**config.mk**
```make
export PLATFORM = sky130hd
export DESIGN_NAME = pipe_stage_skid
export DESIGN_NICKNAME = d
export VERILOG_FILES = /design/src/rtl/pipe_pkg.sv /design/src/rtl/dff.sv /design/src/rtl/pipe_slot.sv /design/src/rtl/pipe_stage_skid.sv
export SDC_FILE = /design/constraint.sdc
export NUM_CORES = 1
export LEC_CHECK = 0
export CORE_MARGIN = 1.5
export CORE_UTILIZATION = 53
export DETAILED_ROUTE_END_ITERATION = 8
export HOLD_SLACK_MARGIN = 0.05
export PLACE_DENSITY = 0.85
export SLEW_MARGIN = 20
export SYNTH_ARGS = -nofsm -noshare
export SYNTH_HDL_FRONTEND = slang
export SYNTH_SLANG_ARGS = --single-unit
```
**constraint.sdc**
```tcl
create_clock -name clk -period 3.6 [get_ports clk]
set_input_delay 0.72 -clock clk [delete_from_list [all_inputs] [get_ports clk]]
set_output_delay 0.72 -clock clk [all_outputs]
set_load 0.05 [all_outputs]
```
**src/rtl/pipe_pkg.sv**
```systemverilog
`timescale 1ns/1ps
`default_nettype none
// ============================================================================
// Module      : pipe_pkg
// Description : Shared definitions for the inter-stage pipeline registers:
//               per-boundary payload widths, control-bit indices and the
//               occupancy encoding of a skid-buffered stage.
// Revision    : 1.0 - initial release
// ============================================================================
package pipe_pkg;

    // Default payload widths, one pair per stage boundary.
    localparam int DEF_DATA_W   = 56;
    localparam int DEF_CTRL_W   = 6;
    localparam int IFID_DATA_W  = 32;
    localparam int IFID_CTRL_W  = 6;
    localparam int IDEX_DATA_W  = 56;
    localparam int IDEX_CTRL_W  = 6;
    localparam int EXMEM_DATA_W = 56;
    localparam int EXMEM_CTRL_W = 6;
    localparam int MEMWB_DATA_W = 40;
    localparam int MEMWB_CTRL_W = 6;

    // Bit positions of the control payload.
    localparam int MEMREAD  = 0;
    localparam int MEMWRITE = 1;
    localparam int REGWRITE = 2;
    localparam int MEMTOREG = 3;
    localparam int PCS      = 4;
    localparam int HALT     = 5;

    // Number of words held by a skid-buffered stage.
    typedef enum logic [1:0] {
        OCC_EMPTY = 2'd0,
        OCC_ONE   = 2'd1,
        OCC_FULL  = 2'd2
    } occ_e;

    // Occupancy from the two slot valid bits (skid valid implies main valid).
    function automatic logic [1:0] occ_of(input logic main_v, input logic skid_v);
        return {1'b0, main_v} + {1'b0, skid_v};
    endfunction

endpackage
`default_nettype wire

```
**src/rtl/dff.sv**
```systemverilog
`timescale 1ns/1ps
`default_nettype none
// ============================================================================
// Module      : dff
// Description : Generic W-bit register with load enable and asynchronous
//               active-low reset to zero.
// Revision    : 1.0 - initial release
// ============================================================================
module dff #(
    parameter int W = 1
) (
    input  logic         clk,
    input  logic         rst_n,
    input  logic         i_en,
    input  logic [W-1:0] i_d,
    output logic [W-1:0] o_q
);

    // Capture on enable; reset clears immediately.
    always_ff @(posedge clk or negedge rst_n) begin
        if (!rst_n) begin
            o_q <= '0;
        end else if (i_en) begin
            o_q <= i_d;
        end
    end

endmodule
`default_nettype wire

```
**src/rtl/pipe_slot.sv**
```systemverilog
`timescale 1ns/1ps
`default_nettype none
// ============================================================================
// Module      : pipe_slot
// Description : One entry of a pipeline stage: valid bit plus control and
//               data payload. Load sets valid and captures the payload; clear
//               drops valid and wins over load. Payload is left untouched by
//               clear.
// Revision    : 1.0 - initial release
// ============================================================================
module pipe_slot
    import pipe_pkg::*;
#(
    parameter int CTRL_W = DEF_CTRL_W,
    parameter int DATA_W = DEF_DATA_W
) (
    input  logic              clk,
    input  logic              rst_n,
    input  logic              i_load,
    input  logic              i_clr,
    input  logic [CTRL_W-1:0] i_ctrl,
    input  logic [DATA_W-1:0] i_data,
    output logic              o_valid,
    output logic [CTRL_W-1:0] o_ctrl,
    output logic [DATA_W-1:0] o_data
);

    logic                     w_valid_d;
    logic [CTRL_W+DATA_W-1:0] w_payload_q;

    // Next valid: clear has priority, then load, otherwise hold.
    always_comb begin
        w_valid_d = o_valid;
        if (i_clr) begin
            w_valid_d = 1'b0;
        end else if (i_load) begin
            w_valid_d = 1'b1;
        end
    end

    dff #(.W(1)) u_valid (
        .clk   (clk),
        .rst_n (rst_n),
        .i_en  (1'b1),
        .i_d   (w_valid_d),
        .o_q   (o_valid)
    );

    dff #(.W(CTRL_W + DATA_W)) u_payload (
        .clk   (clk),
        .rst_n (rst_n),
        .i_en  (i_load),
        .i_d   ({i_ctrl, i_data}),
        .o_q   (w_payload_q)
    );

    assign o_ctrl = w_payload_q[CTRL_W+DATA_W-1:DATA_W];
    assign o_data = w_payload_q[DATA_W-1:0];

endmodule
`default_nettype wire

```
**src/rtl/pipe_stage_skid.sv**
```systemverilog
`timescale 1ns/1ps
`default_nettype none
// ============================================================================
// Module      : pipe_stage_skid
// Description : Valid/ready pipeline-stage register with a two-entry skid
//               buffer (MAIN + SKID), synchronous flush, bubble gating of the
//               control payload and a saturating back-pressure counter.
//               in_ready is a pure function of registered state.
// Revision    : 1.0 - initial release
// ============================================================================
module pipe_stage_skid
    import pipe_pkg::*;
#(
    parameter int DATA_W = DEF_DATA_W,
    parameter int CTRL_W = DEF_CTRL_W,
    parameter int CNT_W  = 16
) (
    input  logic              clk,
    input  logic              rst_n,
    input  logic              flush,
    input  logic              in_valid,
    output logic              in_ready,
    input  logic [CTRL_W-1:0] in_ctrl,
    input  logic [DATA_W-1:0] in_data,
    output logic              out_valid,
    input  logic              out_ready,
    output logic [CTRL_W-1:0] out_ctrl,
    output logic [DATA_W-1:0] out_data,
    output logic [1:0]        occupancy,
    output logic [CNT_W-1:0]  stall_cnt
);

    localparam logic [CNT_W-1:0] c_cnt_max = '1;

    logic              w_main_v;
    logic [CTRL_W-1:0] w_main_ctrl;
    logic [DATA_W-1:0] w_main_data;
    logic              w_skid_v;
    logic [CTRL_W-1:0] w_skid_ctrl;
    logic [DATA_W-1:0] w_skid_data;

    logic              w_accept;
    logic              w_release;
    logic              w_main_load;
    logic              w_main_clr;
    logic              w_skid_load;
    logic              w_skid_clr;
    logic [CTRL_W-1:0] w_main_ctrl_d;
    logic [DATA_W-1:0] w_main_data_d;

    logic [CNT_W-1:0]  r_stall_cnt;

    assign in_ready  = ~w_skid_v;
    assign w_accept  = in_valid & in_ready;
    assign w_release = w_main_v & out_ready;

    // Slot load/clear decisions and MAIN source selection (SKID first, FIFO order).
    always_comb begin
        w_main_load   = 1'b0;
        w_main_clr    = 1'b0;
        w_skid_load   = 1'b0;
        w_skid_clr    = 1'b0;
        w_main_ctrl_d = in_ctrl;
        w_main_data_d = in_data;

        if (!w_main_v) begin
            w_main_load = w_accept;
        end else if (w_release) begin
            if (w_skid_v) begin
                w_main_load   = 1'b1;
                w_main_ctrl_d = w_skid_ctrl;
                w_main_data_d = w_skid_data;
                w_skid_clr    = 1'b1;
            end else if (w_accept) begin
                w_main_load = 1'b1;
            end else begin
                w_main_clr = 1'b1;
            end
        end else begin
            w_skid_load = w_accept;
        end

        // Squash both entries; a release this cycle has already completed.
        if (flush) begin
            w_main_clr = 1'b1;
            w_skid_clr = 1'b1;
        end
    end

    pipe_slot #(
        .CTRL_W (CTRL_W),
        .DATA_W (DATA_W)
    ) u_main (
        .clk     (clk),
        .rst_n   (rst_n),
        .i_load  (w_main_load),
        .i_clr   (w_main_clr),
        .i_ctrl  (w_main_ctrl_d),
        .i_data  (w_main_data_d),
        .o_valid (w_main_v),
        .o_ctrl  (w_main_ctrl),
        .o_data  (w_main_data)
    );

    pipe_slot #(
        .CTRL_W (CTRL_W),
        .DATA_W (DATA_W)
    ) u_skid (
        .clk     (clk),
        .rst_n   (rst_n),
        .i_load  (w_skid_load),
        .i_clr   (w_skid_clr),
        .i_ctrl  (in_ctrl),
        .i_data  (in_data),
        .o_valid (w_skid_v),
        .o_ctrl  (w_skid_ctrl),
        .o_data  (w_skid_data)
    );

    // Count cycles where a word is offered but not taken, saturating at all-ones.
    always_ff @(posedge clk or negedge rst_n) begin
        if (!rst_n) begin
            r_stall_cnt <= '0;
        end else if (w_main_v && !out_ready && (r_stall_cnt != c_cnt_max)) begin
            r_stall_cnt <= r_stall_cnt + 1'b1;
        end
    end

    // An empty stage must never present live control bits downstream.
    assign out_valid = w_main_v;
    assign out_ctrl  = w_main_ctrl & {CTRL_W{w_main_v}};
    assign out_data  = w_main_data;
    assign occupancy = occ_of(w_main_v, w_skid_v);
    assign stall_cnt = r_stall_cnt;

endmodule
`default_nettype wire

```
==> results of run 1 <==
-- layout by cell type (no fill, tap or decap), drive strengths merged, types with 5 or more instances in the layout --
cell type,synthesis,routed
a21oi,67,67
nand4,7,7
nand3,8,8
clkbuf,5,22
xnor2,7,7
and2,7,7
nand2,6,6
bufinv,0,5
mux2,64,64
mux2i,62,62
buf,23,10
nor2,68,68
dfrtp,142,142
clkdlybuf4s50,0,147
-- worst paths after layout --
path,from,to,depth (start not counted)
worst min register to register,u_skid.u_payload.o_q[23],u_skid.u_payload.o_q[23],1
worst max register to register,u_main.u_valid.o_q,u_main.u_payload.o_q[46],4
max in group asynchronous,rst_n,u_skid.u_payload.o_q[17],2
worst min-delay path,rst_n,stall_cnt[6],1
worst max-delay path,u_main.u_valid.o_q,occupancy[0],2
min in group clk,u_skid.u_payload.o_q[23],u_skid.u_payload.o_q[23],1
-- sequential cells by signal, indices dropped and copies added, names as in the netlist --
name / flops
u_main.u_valid.o_q: 1
stall_cnt: 16
u_skid.u_payload.o_q: 62
u_main.u_payload.o_q: 62
u_skid.u_valid.o_q: 1
-- through the flow --
stage	hold WS (ps)	setup WS, ps	util	instances
after floorplan	424	1530	-	495
after global placement	488	864	0.681	766
after detailed placement	495	758	0.681	766
after CTS	482	691	0.738	798
after global routing	296	617	0.740	799
final	268	718	0.740	799
-- critical path: stages (launching register included) --
cell	delay, ps
dfrtp_1	570
ha_1	380
clkdlybuf4s50_1	800
-- routing by layer --
metal	up-vias	part of all wire	track usage
met4	0	0.017	0.0934
met2	129	0.51	0.394
met1	2212	0.43	0.298
met3	18	0.050	0.0606
met5	-	0	0
li1	2045	-	-
-- cells in the mapped netlist, drive strengths merged --
cell,number,area share
a21oi,67,0.055
and4,4,0.0059
a41oi,1,0.0014
o22a,1,0.0016
xor2,3,0.0043
inv,2,0.0012
dfrtp,142,0.58
mux2,64,0.12
nor3,2,0.0016
a211oi,1,0.0012
and3,4,0.0041
nand3,8,0.0066
nand2b,2,0.0020
buf,23,0.022
nor2b,1,0.0023
nand4,7,0.0082
clkbuf,5,0.0033
o21ai,1,0.00082
ha,2,0.0041
nor4,2,0.0045
xnor2,7,0.010
nor2,68,0.043
nand2,6,0.0037
mux2i,62,0.10
o21a,1,0.0012
o311ai,1,0.0014
and2,7,0.0074
a311oi,1,0.0014
-- cell type report --
class,count,area [um^2],share of cell area
Sequential cell,142,3550,0.424
Multi-Input combinational cell,323,2420,0.289
Timing Repair Buffer,157,1580,0.189
Inverter,2,7.51,0.000896
Clock buffer,22,454,0.0542
Tap cell,143,179,0.0213
Clock inverter,10,185,0.0221
-- cells by family after synthesis --
family	Yosys count
buf+inv	30
fa+ha+maj	2
flops	142
xor+xnor	10
compound gates	74
simple gates	111
mux	126
-- power by group --
part           switching (W)  internal [W]  leakage [nW]
sequential          0.000211       0.00191          1.67
clock               0.000646       0.00125         0.309
combinational       0.000744      0.000518          1.90
total                0.00160       0.00367          3.88
==> reports/qor.yml, run 1 <==
die:
  io_pins: 149
  rows: 39
  start_util: 0.540
  die_h_um: 110
  die_w_um: 110
  core_um2: 11300
  dieArea_um2: 12200
grt:
  grt_pass1_wl_mm: 21.7
  grt_overflow_total: 0
  grt_max_degree: 113
  grt_usage: 0.237
  antenna_found_initial: 0
  grt_pass1_vias: 4426
final_layout:
  syn_to_final_growth_pct: 37.1
  final_area_um2: 8380
  n_antenna_cell: 0
  drive_above_1_share: 0.169
  finalNetCount: 712
  fillCellCount: 763
synth:
  ys_warn_count: 0
  syn_nets: 564
  avgSynthCellArea_um2: 12.3
  synth_compound_area_frac: 0.0647
  synth_area_um2: 6110
  synth_simple_gate_area_frac: 0.0893
  yosys.cell_types.count: 37
  synth_top_family_by_area: "multiplexers"
  synthesis.instances: 495
  synth.area.mux_share: 0.220
  synth_xor_area_frac: 0.0143
  synth-seq-cells: 142
  seq_area_frac_synth: 0.581
  synth_adder_area_share: 0.00409
sta:
  finalCritPeriodShare: 0.801
  clock.fmax_mhz: 347
  setup_tns_ps: 0
  rsz0062_at_grt: "false"
  slew_headroom: 0.574
  finalSetupViolCount: 0
  worst_pin_slew_ps: 639
  fin_crit_ps: 2880
  final_hold_viol_count: 0
  clock_skew_ps: 6.93
  slew_violations: 0
clock_tree:
  clock_path_buffers: 2
  cts_buffers: 17
  ctsHtreeMaxLevel: 4
  hold_buffers: 0
  cts_setup_buffers: 0
  cts_tree: "built"
  clk_latency_ps: 420
  path_clk_slew_ps: 60
  clkSinkCount: 142
  clockRootBuffer: "clkbuf_16"
  ctsResizeCount: 0
job:
  cap_violations: 0
setup_path:
  r2r_setup_slack_ps: 1420
  worstSetupEndpointType: "output pin"
  required_ps: 2880
  startpoint_type: "flip-flop"
  worst-path-max-fanout: 14
  crit_type: "reg2out"
  worstPathArrival_ps: 2160
power_and_ir_drop:
  p_leak_nw: 3.88
  peakVddDrop_v: 0.000638
  totalPowerFinal_w: 0.00528
  power_per_cell_area_nw_per_um2: 630
route:
  wirelength_mm: 13.8
  postRouteAntennaNets: 0
  avgRoutedWirePerCell_um: 17.3
  num_vias: 4404
  drc: 0
  dr.pass1.iters: 4
  via_per_inst: 5.51
  first_iter_violations: 290
worst_hold_path:
  hold_path.class: "in2async"
run_status:
  status: "complete, no violations"
placed_design:
  place_congestion: 0.801
  portBuffers: 148
  place.detailed.hpwl_mm: 8.97
  placed_area_um2: 7710
No activity file was read; power rests on OpenSTA's default activity.
==> inputs of run 2 (changes only) <==
CORE_UTILIZATION = 45   (was 53)
PLACE_DENSITY = 0.77   (was 0.85)
clock period = 2.6 ns   (was 3.6 ns; I/O delays follow)
==> run 2 against run 1 <==
  * Via count down 2.4%
  * Core utilization fell by 11 points
  * Sequential power increased by 38%
  * Register-to-register slack lost 790 ps
  * Critical endpoint is now in_ready
==> reports/qor.yml, run 2 (same netlist as run 1, synthesis figures left out) <==
final_layout:
  final_core_util: 0.628  # -0.112
  syn_to_final_growth_pct: 36.1
  finalNetCount: 716  # +0.56%
  n_antenna_cell: 0  # unchanged
  final_cell_mix: "dfrtp_1, clkdlybuf4s50_1, nor2_1, a21oi_1, mux2_2"
  multi_input_area_um2: 2420  # unchanged
  fillCellCount: 1063  # +39%
  ff_latch_area_um2: 3550  # unchanged
  final_common_cell: "dfrtp_1"
  drive_above_1_share: 0.175  # +0.00610
sta:
  clock_skew_ps: 7.44  # +0.514 ps
  clock.fmax_mhz: 433
  worst_pin_slew_ps: 558  # -81.1 ps
  slew_headroom: 0.627  # +0.0529
  finalWorstSetupSlack_ps: 292  # -426 ps
  finalSetupViolCount: 0  # unchanged
  final_hold_viol_count: 0  # unchanged
  rsz0062_at_grt: "false"
  finalCritPeriodShare: 0.888
  setup_tns_ps: 0  # unchanged
  slew_violations: 0  # unchanged
  fin_crit_ps: 2310
setup_path:
  cp_slowest_cell: "clkdlybuf4s50_1"
  slowest_delay_ps: 800  # about the same
  worstSetupEndpointType: "output pin"
  r2r_setup_slack_ps: 630  # -790 ps
  startpoint_type: "flip-flop"
  cp_num_cells: 2  # unchanged
  cp_cell_sequence: "inv_1 > clkdlybuf4s50_1"
  cp_top_family: "buffers and inverters"
  worstPathArrival_ps: 1790  # -370 ps
  path_buf_inv: 2  # +1
  r2r-end: "stall_cnt[10]"
  worst-path-max-fanout: 8  # -6
  r2r-start: "stall_cnt[0]"
  required_ps: 2080  # -800 ps
  crit_type: "reg2out"
  worstRegToRegCells: 5  # +1
power_and_ir_drop:
  netSwitchingFraction: 0.316  # +0.0126
  peakVddDrop_v: 0.000432  # -32%
  intPower_w: 0.00458  # +25%
  seq_power_share: 0.436  # +0.034
  p_leak_nw: 3.85  # -0.70%
  p_switching_w: 0.00212  # +32%
  power_per_cell_area_nw_per_um2: 805  # +28%
  comb_power_share: 0.260  # +0.021
  clkPwrFrac: 0.304  # -0.055
route:
  drc: 0  # unchanged
  top_layer: "met4"
  dr.pass1.iters: 4  # unchanged
  num_vias: 4298  # -2.4%
  route.met2.wl_mm: 6.55  # -6.5%
  first_iter_violations: 178  # -39%
  postRouteAntennaNets: 0  # unchanged
  wirelength_mm: 13.1  # -4.8%
  avgRoutedWirePerCell_um: 15.8  # -8.6%
  via_per_inst: 5.17  # -6.3%
  met1_length_mm: 5.71  # -2.7%
  wl_met3_um: 556  # -19%
job:
  cap_violations: 0  # unchanged
die:
  start_util: 0.462  # -0.0784
  die_h_um: 120  # +8.3%
  rows: 42  # +7.7%
  dieArea_um2: 14300  # +17%
  io_pins: 149  # unchanged
  core_um2: 13200  # +17%
  die_w_um: 120  # +8.3%
clock_tree:
  cts_setup_buffers: 0  # unchanged
  clockRootBuffer: "clkbuf_16"
  clkSinkCount: 142  # unchanged
  cts_tree: "built"
  hold_buffers: 1  # +1
  clk_latency_ps: 410  # about the same
  clock_path_buffers: 2  # unchanged
  ctsHtreeMaxLevel: 4  # unchanged
  ctsResizeCount: 0  # unchanged
  path_clk_slew_ps: 50  # about the same
  cts_buffers: 17  # unchanged
run_status:
  status: "complete, no violations"
placed_design:
  place.detailed.hpwl_mm: 9.15  # +2.1%
  place_congestion: 0.766  # -4.3%
  portBuffers: 148  # unchanged
  post-place-ws_ps: 322  # -436 ps
grt:
  antenna_found_initial: 0  # unchanged
  grt_pass1_vias: 4499  # +1.6%
  grt_overflow_total: 0  # unchanged
  grt_usage: 0.197  # -0.0401
  grt_max_degree: 85  # -25%
  grt_pass1_wl_mm: 22.1  # +1.9%
worst_hold_path:
  holdPathEnd: "u_skid.u_payload.o_q[25]"
  hold_path.class: "reg2reg"
  hp-start: "u_skid.u_payload.o_q[25]"
  hold-path-cell-count: 1
-- run 2: cell count changes in the layout (fill, tap and decap cells not counted) --
cell	before	now
clkdlybuf4s50_1	147	139
clkbuf_1	4	7
dlygate4sd3_1	0	1
buf_12	1	6
clkinv_4	1	0
clkinv_2	2	3
buf_4	7	14
clkinvlp_4	1	0
bufinv_16	5	0
buf_16	1	0
inv_6	1	0
-- run 2: power by group through the flow --
stage               Clock (W)  Combinational, W  Sequential [W]
finish                0.00204           0.00174         0.00292
global route          0.00218           0.00185         0.00298
CTS                   0.00208           0.00176         0.00292
detailed placement          0           0.00175         0.00295
global placement            0           0.00171         0.00292
floorplan                   0          0.000558         0.00346
-- run 2: area by class of cell --
| cell class | count | area share |
|---|---|---|
| Multi-Input combinational cell | 323 | 0.291 |
| Sequential cell | 142 | 0.427 |
| Clock buffer | 25 | 0.0560 |
| Tap cell | 176 | 0.0265 |
| Inverter | 2 | 0.000903 |
| Clock inverter | 3 | 0.00181 |
| Timing Repair Buffer | 161 | 0.197 |
-- run 2: worst reg2reg max path, cell delays in order, from the launching register on --
cell	delay [ps]
dfrtp_1	460
ha_1	260
nand4_1	280
a211oi_1	500
nand4_1	180
xnor2_1	170
-- run 2: metrics by stage --
step | power, W | std cells | area, um^2 | hold slack, ps
floorplan | 0.00402 | 495 | 6110 | 224
global placement | 0.00463 | 803 | 7830 | 458
detailed placement | 0.00470 | 803 | 7830 | 461
CTS | 0.00676 | 832 | 8320 | 506
global route | 0.00701 | 832 | 8320 | 518
finish | 0.00670 | 832 | 8320 | 504
-- run 2: worst max path at each step --
stage,start,end
after floorplan,stall_cnt[0],stall_cnt[1]
after global placement,out_ready,u_skid.u_payload.o_q[15]
after detailed placement,out_ready,u_skid.u_payload.o_q[15]
after CTS,u_skid.u_valid.o_q,in_ready
after global routing,u_skid.u_valid.o_q,in_ready
final,u_skid.u_valid.o_q,in_ready
-- run 2: routing by layer --
metal	global-route usage	vias to the layer above
met5	0	-
met4	0.0833	0
met3	0.0499	23
met2	0.333	103
met1	0.240	2114
li1	-	2058
==> inputs of run 3 (changes only) <==
CAP_MARGIN = 20   (was unset)
==> results of run 3 <==
Final layout, timing and power as in run 2 (identical DEF).
